$ cat src/rtl/uart_pkg.sv
// Shared UART definitions used by both transmitter and receiver:
// FSM state encoding, default word width and bit-period helper.
package uart_pkg;

    localparam int UART_WIDTH = 8;

    typedef enum logic [2:0] {
        IDLE   = 3'd0,
        START  = 3'd1,
        DATA   = 3'd2,
        PARITY = 3'd3,
        STOP   = 3'd4
    } uart_state_e;

    // A programmed period of 0 behaves like a period of 1 cycle.
    function automatic logic [4:0] bit_period_m1(input logic [4:0] ps);
        return (ps == 5'd0) ? 5'd0 : (ps - 5'd1);
    endfunction

endpackage

$ cat src/rtl/uart_tx_parity_calc.sv
// Parity bit generator for the UART transmitter: even parity when PAR_TYP=0,
// odd parity when PAR_TYP=1.
module parity_calc
    import uart_pkg::*;
#(
    parameter int WIDTH = UART_WIDTH
) (
    input  logic [WIDTH-1:0] data,
    input  logic             PAR_TYP,
    output logic             par_bit
);

    assign par_bit = (^data) ^ PAR_TYP;

endmodule

$ cat src/rtl/uart_tx.sv
// UART transmitter: start bit, WIDTH data bits LSB first, optional parity, stop bit.
// Parity support is compiled in only when UART_TX_PARITY_EN is defined.
module uart_tx
    import uart_pkg::*;
#(
    parameter int WIDTH = UART_WIDTH
) (
    input  logic             CLK,
    input  logic             RST,
    input  logic [WIDTH-1:0] P_DATA,
    input  logic             DATA_VALID,
    input  logic             PAR_EN,
    input  logic             PAR_TYP,
    input  logic [4:0]       prescale,
    output logic             TX_OUT,
    output logic             busy
);

    localparam int CNT_W = (WIDTH > 1) ? $clog2(WIDTH) : 1;
    localparam logic [CNT_W-1:0] LAST_BIT = CNT_W'(WIDTH - 1);

    uart_state_e      r_state;
    uart_state_e      w_state_next;
    logic [CNT_W-1:0] r_bit_cnt;
    logic [CNT_W-1:0] w_bit_cnt_next;
    logic [4:0]       r_ps_cnt;
    logic [4:0]       w_ps_cnt_next;
    logic [4:0]       r_period_m1;
    logic [WIDTH-1:0] r_data;
    logic             r_tx;
    logic             r_busy;
    logic             w_tx_next;
    logic             w_accept;
    logic             w_bit_done;

    assign w_accept   = (r_state == IDLE) && DATA_VALID;
    assign w_bit_done = (r_ps_cnt == r_period_m1);

`ifdef UART_TX_PARITY_EN
    logic r_par_en;
    logic r_par_typ;
    logic w_par_bit;

    // Parity configuration captured with the word it applies to.
    always_ff @(posedge CLK or negedge RST) begin
        if (!RST) begin
            r_par_en  <= 1'b0;
            r_par_typ <= 1'b0;
        end else if (w_accept) begin
            r_par_en  <= PAR_EN;
            r_par_typ <= PAR_TYP;
        end else begin
            r_par_en  <= r_par_en;
            r_par_typ <= r_par_typ;
        end
    end

    parity_calc #(.WIDTH(WIDTH)) u_parity_calc (
        .data    (r_data),
        .PAR_TYP (r_par_typ),
        .par_bit (w_par_bit)
    );
`else
    logic w_unused_par;
    assign w_unused_par = PAR_EN ^ PAR_TYP;
`endif

    // Next-state, counters and the line level that the next state will drive.
    always_comb begin
        w_state_next   = r_state;
        w_bit_cnt_next = r_bit_cnt;
        w_ps_cnt_next  = w_bit_done ? 5'd0 : (r_ps_cnt + 5'd1);
        w_tx_next      = 1'b1;

        case (r_state)
            IDLE: begin
                w_ps_cnt_next = 5'd0;
                if (DATA_VALID) begin
                    w_state_next = START;
                end else begin
                    w_state_next = IDLE;
                end
            end
            START: begin
                if (w_bit_done) begin
                    w_state_next = DATA;
                end else begin
                    w_state_next = START;
                end
            end
            DATA: begin
                if (w_bit_done && (r_bit_cnt == LAST_BIT)) begin
                    w_bit_cnt_next = '0;
`ifdef UART_TX_PARITY_EN
                    w_state_next = r_par_en ? PARITY : STOP;
`else
                    w_state_next = STOP;
`endif
                end else if (w_bit_done) begin
                    w_bit_cnt_next = r_bit_cnt + CNT_W'(1);
                end else begin
                    w_state_next = DATA;
                end
            end
`ifdef UART_TX_PARITY_EN
            PARITY: begin
                if (w_bit_done) begin
                    w_state_next = STOP;
                end else begin
                    w_state_next = PARITY;
                end
            end
`endif
            STOP: begin
                if (w_bit_done) begin
                    w_state_next = IDLE;
                end else begin
                    w_state_next = STOP;
                end
            end
            default: begin
                w_state_next   = IDLE;
                w_bit_cnt_next = '0;
                w_ps_cnt_next  = 5'd0;
            end
        endcase

        // TX_OUT is registered, so it is derived from where the FSM is going.
        case (w_state_next)
            IDLE:    w_tx_next = 1'b1;
            START:   w_tx_next = 1'b0;
            DATA:    w_tx_next = r_data[w_bit_cnt_next];
`ifdef UART_TX_PARITY_EN
            PARITY:  w_tx_next = w_par_bit;
`endif
            STOP:    w_tx_next = 1'b1;
            default: w_tx_next = 1'b1;
        endcase
    end

    // State, counters, latched request and registered outputs.
    always_ff @(posedge CLK or negedge RST) begin
        if (!RST) begin
            r_state     <= IDLE;
            r_bit_cnt   <= '0;
            r_ps_cnt    <= 5'd0;
            r_period_m1 <= 5'd0;
            r_data      <= '0;
            r_tx        <= 1'b1;
            r_busy      <= 1'b0;
        end else begin
            r_state   <= w_state_next;
            r_bit_cnt <= w_bit_cnt_next;
            r_ps_cnt  <= w_ps_cnt_next;
            r_tx      <= w_tx_next;
            r_busy    <= (w_state_next != IDLE);
            if (w_accept) begin
                r_data      <= P_DATA;
                r_period_m1 <= bit_period_m1(prescale);
            end else begin
                r_data      <= r_data;
                r_period_m1 <= r_period_m1;
            end
        end
    end

    assign TX_OUT = r_tx;
    assign busy   = r_busy;

endmodule

$ cat config.mk
export PLATFORM = sky130hd
export DESIGN_NAME = uart_tx
export DESIGN_NICKNAME = d
export VERILOG_FILES = /design/src/rtl/uart_pkg.sv /design/src/rtl/uart_tx_parity_calc.sv /design/src/rtl/uart_tx.sv
export SDC_FILE = /design/constraint.sdc
export NUM_CORES = 1
export LEC_CHECK = 0
export CORE_AREA = 2 2 56 69
export CTS_CLUSTER_SIZE = 20
export DETAILED_ROUTE_END_ITERATION = 6
export DIE_AREA = 0 0 58 71
export PLACE_DENSITY = 0.59
export SETUP_SLACK_MARGIN = 0.02
export SYNTH_ARGS = -nofsm -noshare
export SYNTH_HDL_FRONTEND = slang
export SYNTH_HIERARCHICAL = 1
export SYNTH_SLANG_ARGS = --single-unit
export TNS_END_PERCENT = 20
$ cat constraint.sdc
create_clock -name CLK -period 2.32 [get_ports CLK]
set_input_delay 0.232 -clock CLK [delete_from_list [all_inputs] [get_ports CLK]]
set_output_delay 0.232 -clock CLK [all_outputs]
set_load 0.1 [all_outputs]
Word level (Yosys, flattened, before mapping)
Cells that the tools add are included.

operators by class
  eq/ne operators = 7
  $lt $le $gt $ge = 1
  reduce and logical (&&, ||, !) cells = 7
  add/subtract/negate cells = 3
  multiplexer cells = 15

operators by type and width
  operator               number
  $mux W3                5
  $mux W5                3
  $pmux W3 S4            1
  $eq A3 B1 Y1 const B   2
  $eq A3 B2 Y1 const B   2
  $eq A3 B3 Y1 const B   2
  $pmux W3 S2            1
  $reduce_or A3 Y1       2
  $add A5 B1 Y5 const B  1
  $eq A5 B5 Y1           1
  $logic_not A5 Y1       1
  $sub A5 B1 Y5 const B  1
  $lt A3 B4 Y1 const B   1
  $add A3 B1 Y3 const B  1
  $bmux W1 S3            1
  $logic_not A3 Y1       1
  $reduce_bool A3 Y1     1
  $logic_and A1 B1 Y1    2
  $mux W1                2
  $mux W2                1
  $pmux W1 S2            1

storage, ports and cells
  output and inout bits = 2
  logic and storage cells = 40
  input bits = 18
  flip-flop bits (word level) = 26

Longest topological paths before layout
Gate-level depths: netlist (run 1).

  depth in word-level cells = 7
  gate-level depth with buffers = 9
  gate-level depth less buffers = 8

Worst setup path before layout (run 1)
Ideal clock, no wire load.

  path kind = register to register
  from = register r_state[0]
  to = register r_tx (netlist: TX_OUT)
  path buffers = 1
  arrival = 1.954 ns
  required time = 2.237 ns
  period minus slack after synthesis = 2.037 ns
  setup time = 0.083 ns
  stages on the path, launching flop included = 9
  setup slack = 0.283 ns
  cell sequence = dfrtp_1 > buf_6 > or3b_1 > nor3_1 > nand3_1 > o311ai_4 > mux2i_1 > mux2i_1 > o311a_1

between the ends
  longest elaborated chain between the ends = 6
  elaborated cells on any way between the ends = 14
  classes of those cells = 5 x eq/ne; 7 x mux; 2 x reduce/logical

RTL lines
  element                                     line            RTL
  from (decl)                                 uart_tx.sv:22   uart_state_e r_state;
  from (signal assigned)                      uart_tx.sv:152  r_state <= w_state_next;
  $eq A3 B3 Y1, or another cell as far along  uart_tx.sv:75   case (r_state)
  $reduce_or A3 Y1 (no line)                  n/a
  $pmux W3 S2 (*)                             uart_tx.sv:75
  net w_bit_cnt_next[0]                       uart_tx.sv:25   logic [CNT_W-1:0] w_bit_cnt_next;
  $bmux W1 S3 (*)                             uart_tx.sv:132  DATA: w_tx_next = r_data[w_bit_cnt_next];
  $mux W1 (not written as such) (*)           uart_tx.sv:132
  $pmux W1 S2 (*)                             uart_tx.sv:129  case (w_state_next)
  net w_tx_next                               uart_tx.sv:32   logic w_tx_next;
  to (signal assigned)                        uart_tx.sv:155  r_tx <= w_tx_next;
  to (decl)                                   uart_tx.sv:30   logic r_tx;

The timed path passes the listed nets; every way through them passes the cells marked *. The select of a mux whose other input is x is not followed.
A chain may end at the register's enable or synchronous reset.

Final worst setup path (run 1)
Ends and elaborated chain as after synthesis.

==> results of run 1 <==
-- worst paths after layout --
| check | startpoint | to | slack (ns) | cells after the start |
|---|---|---|---|---|
| max in group asynchronous | RST | TX_OUT | 1.69 | 2 |
| hold reg to reg | r_data[3] | r_data[3] | 0.48 | 2 |
| hold / removal | RST | r_ps_cnt[3] | 0.33 | 2 |
| setup reg to reg | r_state[0] | TX_OUT | 0.23 | 7 |
| setup / recovery | r_state[0] | TX_OUT | 0.23 | 7 |
| min in group CLK | r_data[3] | r_data[3] | 0.48 | 2 |
-- synthesized netlist by cell type, drive strengths merged --
library cell,n,area share [%]
nand2,33,9.2
dfrtp,25,47
nor2,9,2.5
o21ai,8,3.0
xor2,7,4.6
inv,5,1.4
mux2i,5,3.7
buf,4,2.6
ha,4,3.7
nand3,4,1.5
xnor2,4,2.6
nor3,3,1.5
a21o,2,1.1
a22o,2,1.4
a31oi,2,0.93
nand3b,2,1.1
nor3b,2,1.5
a41oi,1,1.2
and2,1,0.65
clkbuf,1,0.28
dfstp,1,2.0
nand2b,1,0.47
nand4b,1,0.65
nor2b,1,0.47
nor4b,1,1.1
o311a,1,0.74
o311ai,1,2.0
or2,1,0.47
or3,1,0.47
or3b,1,0.65
-- area by class of cell --
class	instances	area [sq um]	area share, %
Multi-Input combinational cell	98	634.4	39.18
Timing Repair Buffer	23	210.2	12.98
Tap cell	39	48.80	3.014
Sequential cell	26	651.9	40.26
Inverter	5	18.77	1.159
Clock buffer	4	55.05	3.400
-- registers in the layout, summed over array words and instances, names as in the netlist --
name,flops
TX_OUT,1
busy,1
r_bit_cnt,3
r_data,8
r_period_m1,5
r_ps_cnt,5
r_state,3
-- layer usage --
metal  vias to the layer above  global-route usage, %  wire (um)  share of wire (%)
met1                       472                  16.82       1012                 42
met3                         2                  2.742         64                2.7
met5                         -                      0          0                  0
met4                         0                  3.876         19               0.79
met2                        12                  24.12       1296                 54
li1                        492                      -          -                  -
-- cells in the final DEF (no fill, tap or decap), drive strengths merged, types with 2 or more instances in the layout --
cell type      Yosys  layout
mux2i              5       5
clkbuf             1       4
xnor2              4       4
ha                 4       4
a31oi              2       2
nand2             33      33
o21ai              8       8
a22o               2       2
a21o               2       2
nor2               9       9
nor3b              2       2
inv                5       5
nand3b             2       2
buf                4       8
dfrtp             25      25
nor3               3       3
clkdlybuf4s50      0      15
nand3              4       4
xor2               7       7
-- worst max-delay path: stages, from the launching register on --
cell,delay (ns)
dfrtp_1,0.38
or3b_1,0.50
nor3_1,0.18
nand3_1,0.14
o311ai_4,0.14
mux2i_1,0.24
mux2i_1,0.10
o311a_1,0.34
-- power by group through the flow --
stage               registers, mW  logic, mW  clock network [mW]
floorplan                   0.844      0.569                   0
global placement            0.732      0.849                   0
detailed placement          0.739      0.865                   0
CTS                         0.730      0.867               0.301
global route                0.756      0.965               0.324
finish                      0.726      0.852               0.288
-- cell families (layout without fill, tap and decap cells) --
family	after synthesis	after routing	share of synthesized area, %
AOI/OAI and AO/OA	17	17	10.34
and+or+nand+nor	61	61	22.25
buffers and inverters	10	32	4.283
adders and majority gates	4	4	3.725
xor gates and xnor gates	11	11	7.169
muxes	5	5	3.725
DFF	26	26	48.51
-- per-stage QoR --
stage / util, % / area (sq um) / instances / hold WS, ns
final: 46.48 / 1619 / 195 / 0.3320
after global routing: 46.48 / 1619 / 195 / 0.3435
after CTS: 46.48 / 1619 / 195 / 0.3470
after detailed placement: 44.90 / 1564 / 191 / 0.4625
after global placement: 44.90 / 1564 / 191 / 0.4560
after floorplan: - / 1344 / 134 / -0.06359
==> key figures, run 1 <==
Yosys
  • Register area share after synthesis: 48.51%
  • Synthesized cell area: 1344 sq um
  • Syn Nets: 156
  • Yosys warns: 6
  • Synth cell types: 35
  • Synth Instances: 134
  • Synth Register Bits: 26
  • Avg Inst Size Synth: 10.03 sq um

Power
  • Internal: 1.114 mW
  • Max VDD drop: 0.0004981 V
  • Sequential power share: 38.9%
  • Clock power share: 15.4%
  • Tot Pwr: 1.865 mW
  • Comb pwr share: 45.7%
  • Pwr per Cell Area: 1152 nW/um^2
  • Switching share of power: 40.29%
  • Net Sw Power: 0.7516 mW
  • Leak Pwr: 0.7661 nW

Floorplan
  • Starting Density: 38.58%
  • I/O Pins: 20
  • Chip Width: 58 um
  • Standard-cell rows: 24
  • Die footprint: 4118 sq um
  • Die Ht: 71 um
  • Core Box Area: 3483 sq um

CTS
  • CTS tree: built
  • Setup Buffers After CTS: 0
  • Cts bufs inserted: 3
  • Clk sinks: 26
  • Post-cts repair resize count: 0
  • Cts hold-fix bufs: 0
  • Clock slew at reported path FFs: 0.09 ns
  • Clock tree buffer depth: 2
  • Clk_lat worst skew: 0.26 ns
  • Htree depth: 1
  • Root buffer cell: clkbuf_8

STA
  • Max Clk Rate: 478.6 MHz
  • Fin Clk Skew: 0.002793 ns
  • RSZ-0062 raised after global routing: no
  • Crit path time final: 2.090 ns
  • Final Hold Fails: 0
  • Slew of the pin with the lowest slew margin: 0.4151 ns
  • Setup TNS: 0 ns
  • Final setup viols: 0
  • Fin worst setup slack: 0.2304 ns
  • Max-Slew Margin vs Limit: 72.26%
  • Tcrit/Tclk final: 90.07%
  • Max Slew Vio Count: 0

GRT
  • Initial antenna violation count: 0
  • GRT Util Overall: 13.73%
  • Largest net degree at the start of global routing: 27
  • First-pass GRT wire length: 4.429 mm
  • Vias in the first global route: 998
  • Grt ovf: 0

Setup path
  • CP required: 2.52 ns
  • CP arrival: 2.29 ns
  • Critical Path Source Type: flop
  • Worst setup EP type: flop
  • CP Class: reg -> reg
  • Worst Path Max Fanout: 5

Final layout
  • Layout Nets: 179
  • Layout cells sized above 1: 13.46%
  • Synth-to-layout area growth: 20.48%
  • N_diodes: 0
  • Fill cells: 345

Routing
  • # DRC: 0
  • DRT antenna net count: 0
  • Via Count: 978
  • DRT Wirelength: 2.394 mm
  • DR pass1 iterations: 4
  • Drt initial violations: 14
  • Routed vias/inst: 5.015
  • DR WL/cell: 12.28 um

Placement
  • DPL Wire Length: 1.868 mm
  • I/O Buffers: 17
  • Pre-CTS WS: 0.2193 ns
  • Final Wtd Congestion: 0.7084

Hold path
  • HP Class: in -> async

Flow run
  • Max-Cap Viols: 0

Run status
  • Status: completed
No activity file was read; power rests on OpenSTA's default activity.
==> inputs of run 2 (changes only) <==
--- a/config.mk
+++ b/config.mk
@@ -9,10 +9,11 @@
 export CTS_CLUSTER_SIZE = 20
 export DETAILED_ROUTE_END_ITERATION = 6
 export DIE_AREA = 0 0 58 71
+export HOLD_SLACK_MARGIN = 0.06
 export PLACE_DENSITY = 0.59
 export SETUP_SLACK_MARGIN = 0.02
 export SYNTH_ARGS = -nofsm -noshare
 export SYNTH_HDL_FRONTEND = slang
 export SYNTH_HIERARCHICAL = 1
 export SYNTH_SLANG_ARGS = --single-unit
-export TNS_END_PERCENT = 20
+export TNS_END_PERCENT = 30
==> results of run 2 <==
The final DEF is identical to that of run 1; final timing and power are the same.
==> inputs of run 3 (changes only) <==
--- a/config.mk
+++ b/config.mk
@@ -6,7 +6,7 @@
 export NUM_CORES = 1
 export LEC_CHECK = 0
 export CORE_AREA = 2 2 56 69
-export CTS_CLUSTER_SIZE = 20
+export CTS_CLUSTER_DIAMETER = 40
 export DETAILED_ROUTE_END_ITERATION = 6
 export DIE_AREA = 0 0 58 71
 export HOLD_SLACK_MARGIN = 0.06
==> results of run 3 <==
The final DEF is identical to that of run 1; final timing and power are the same.
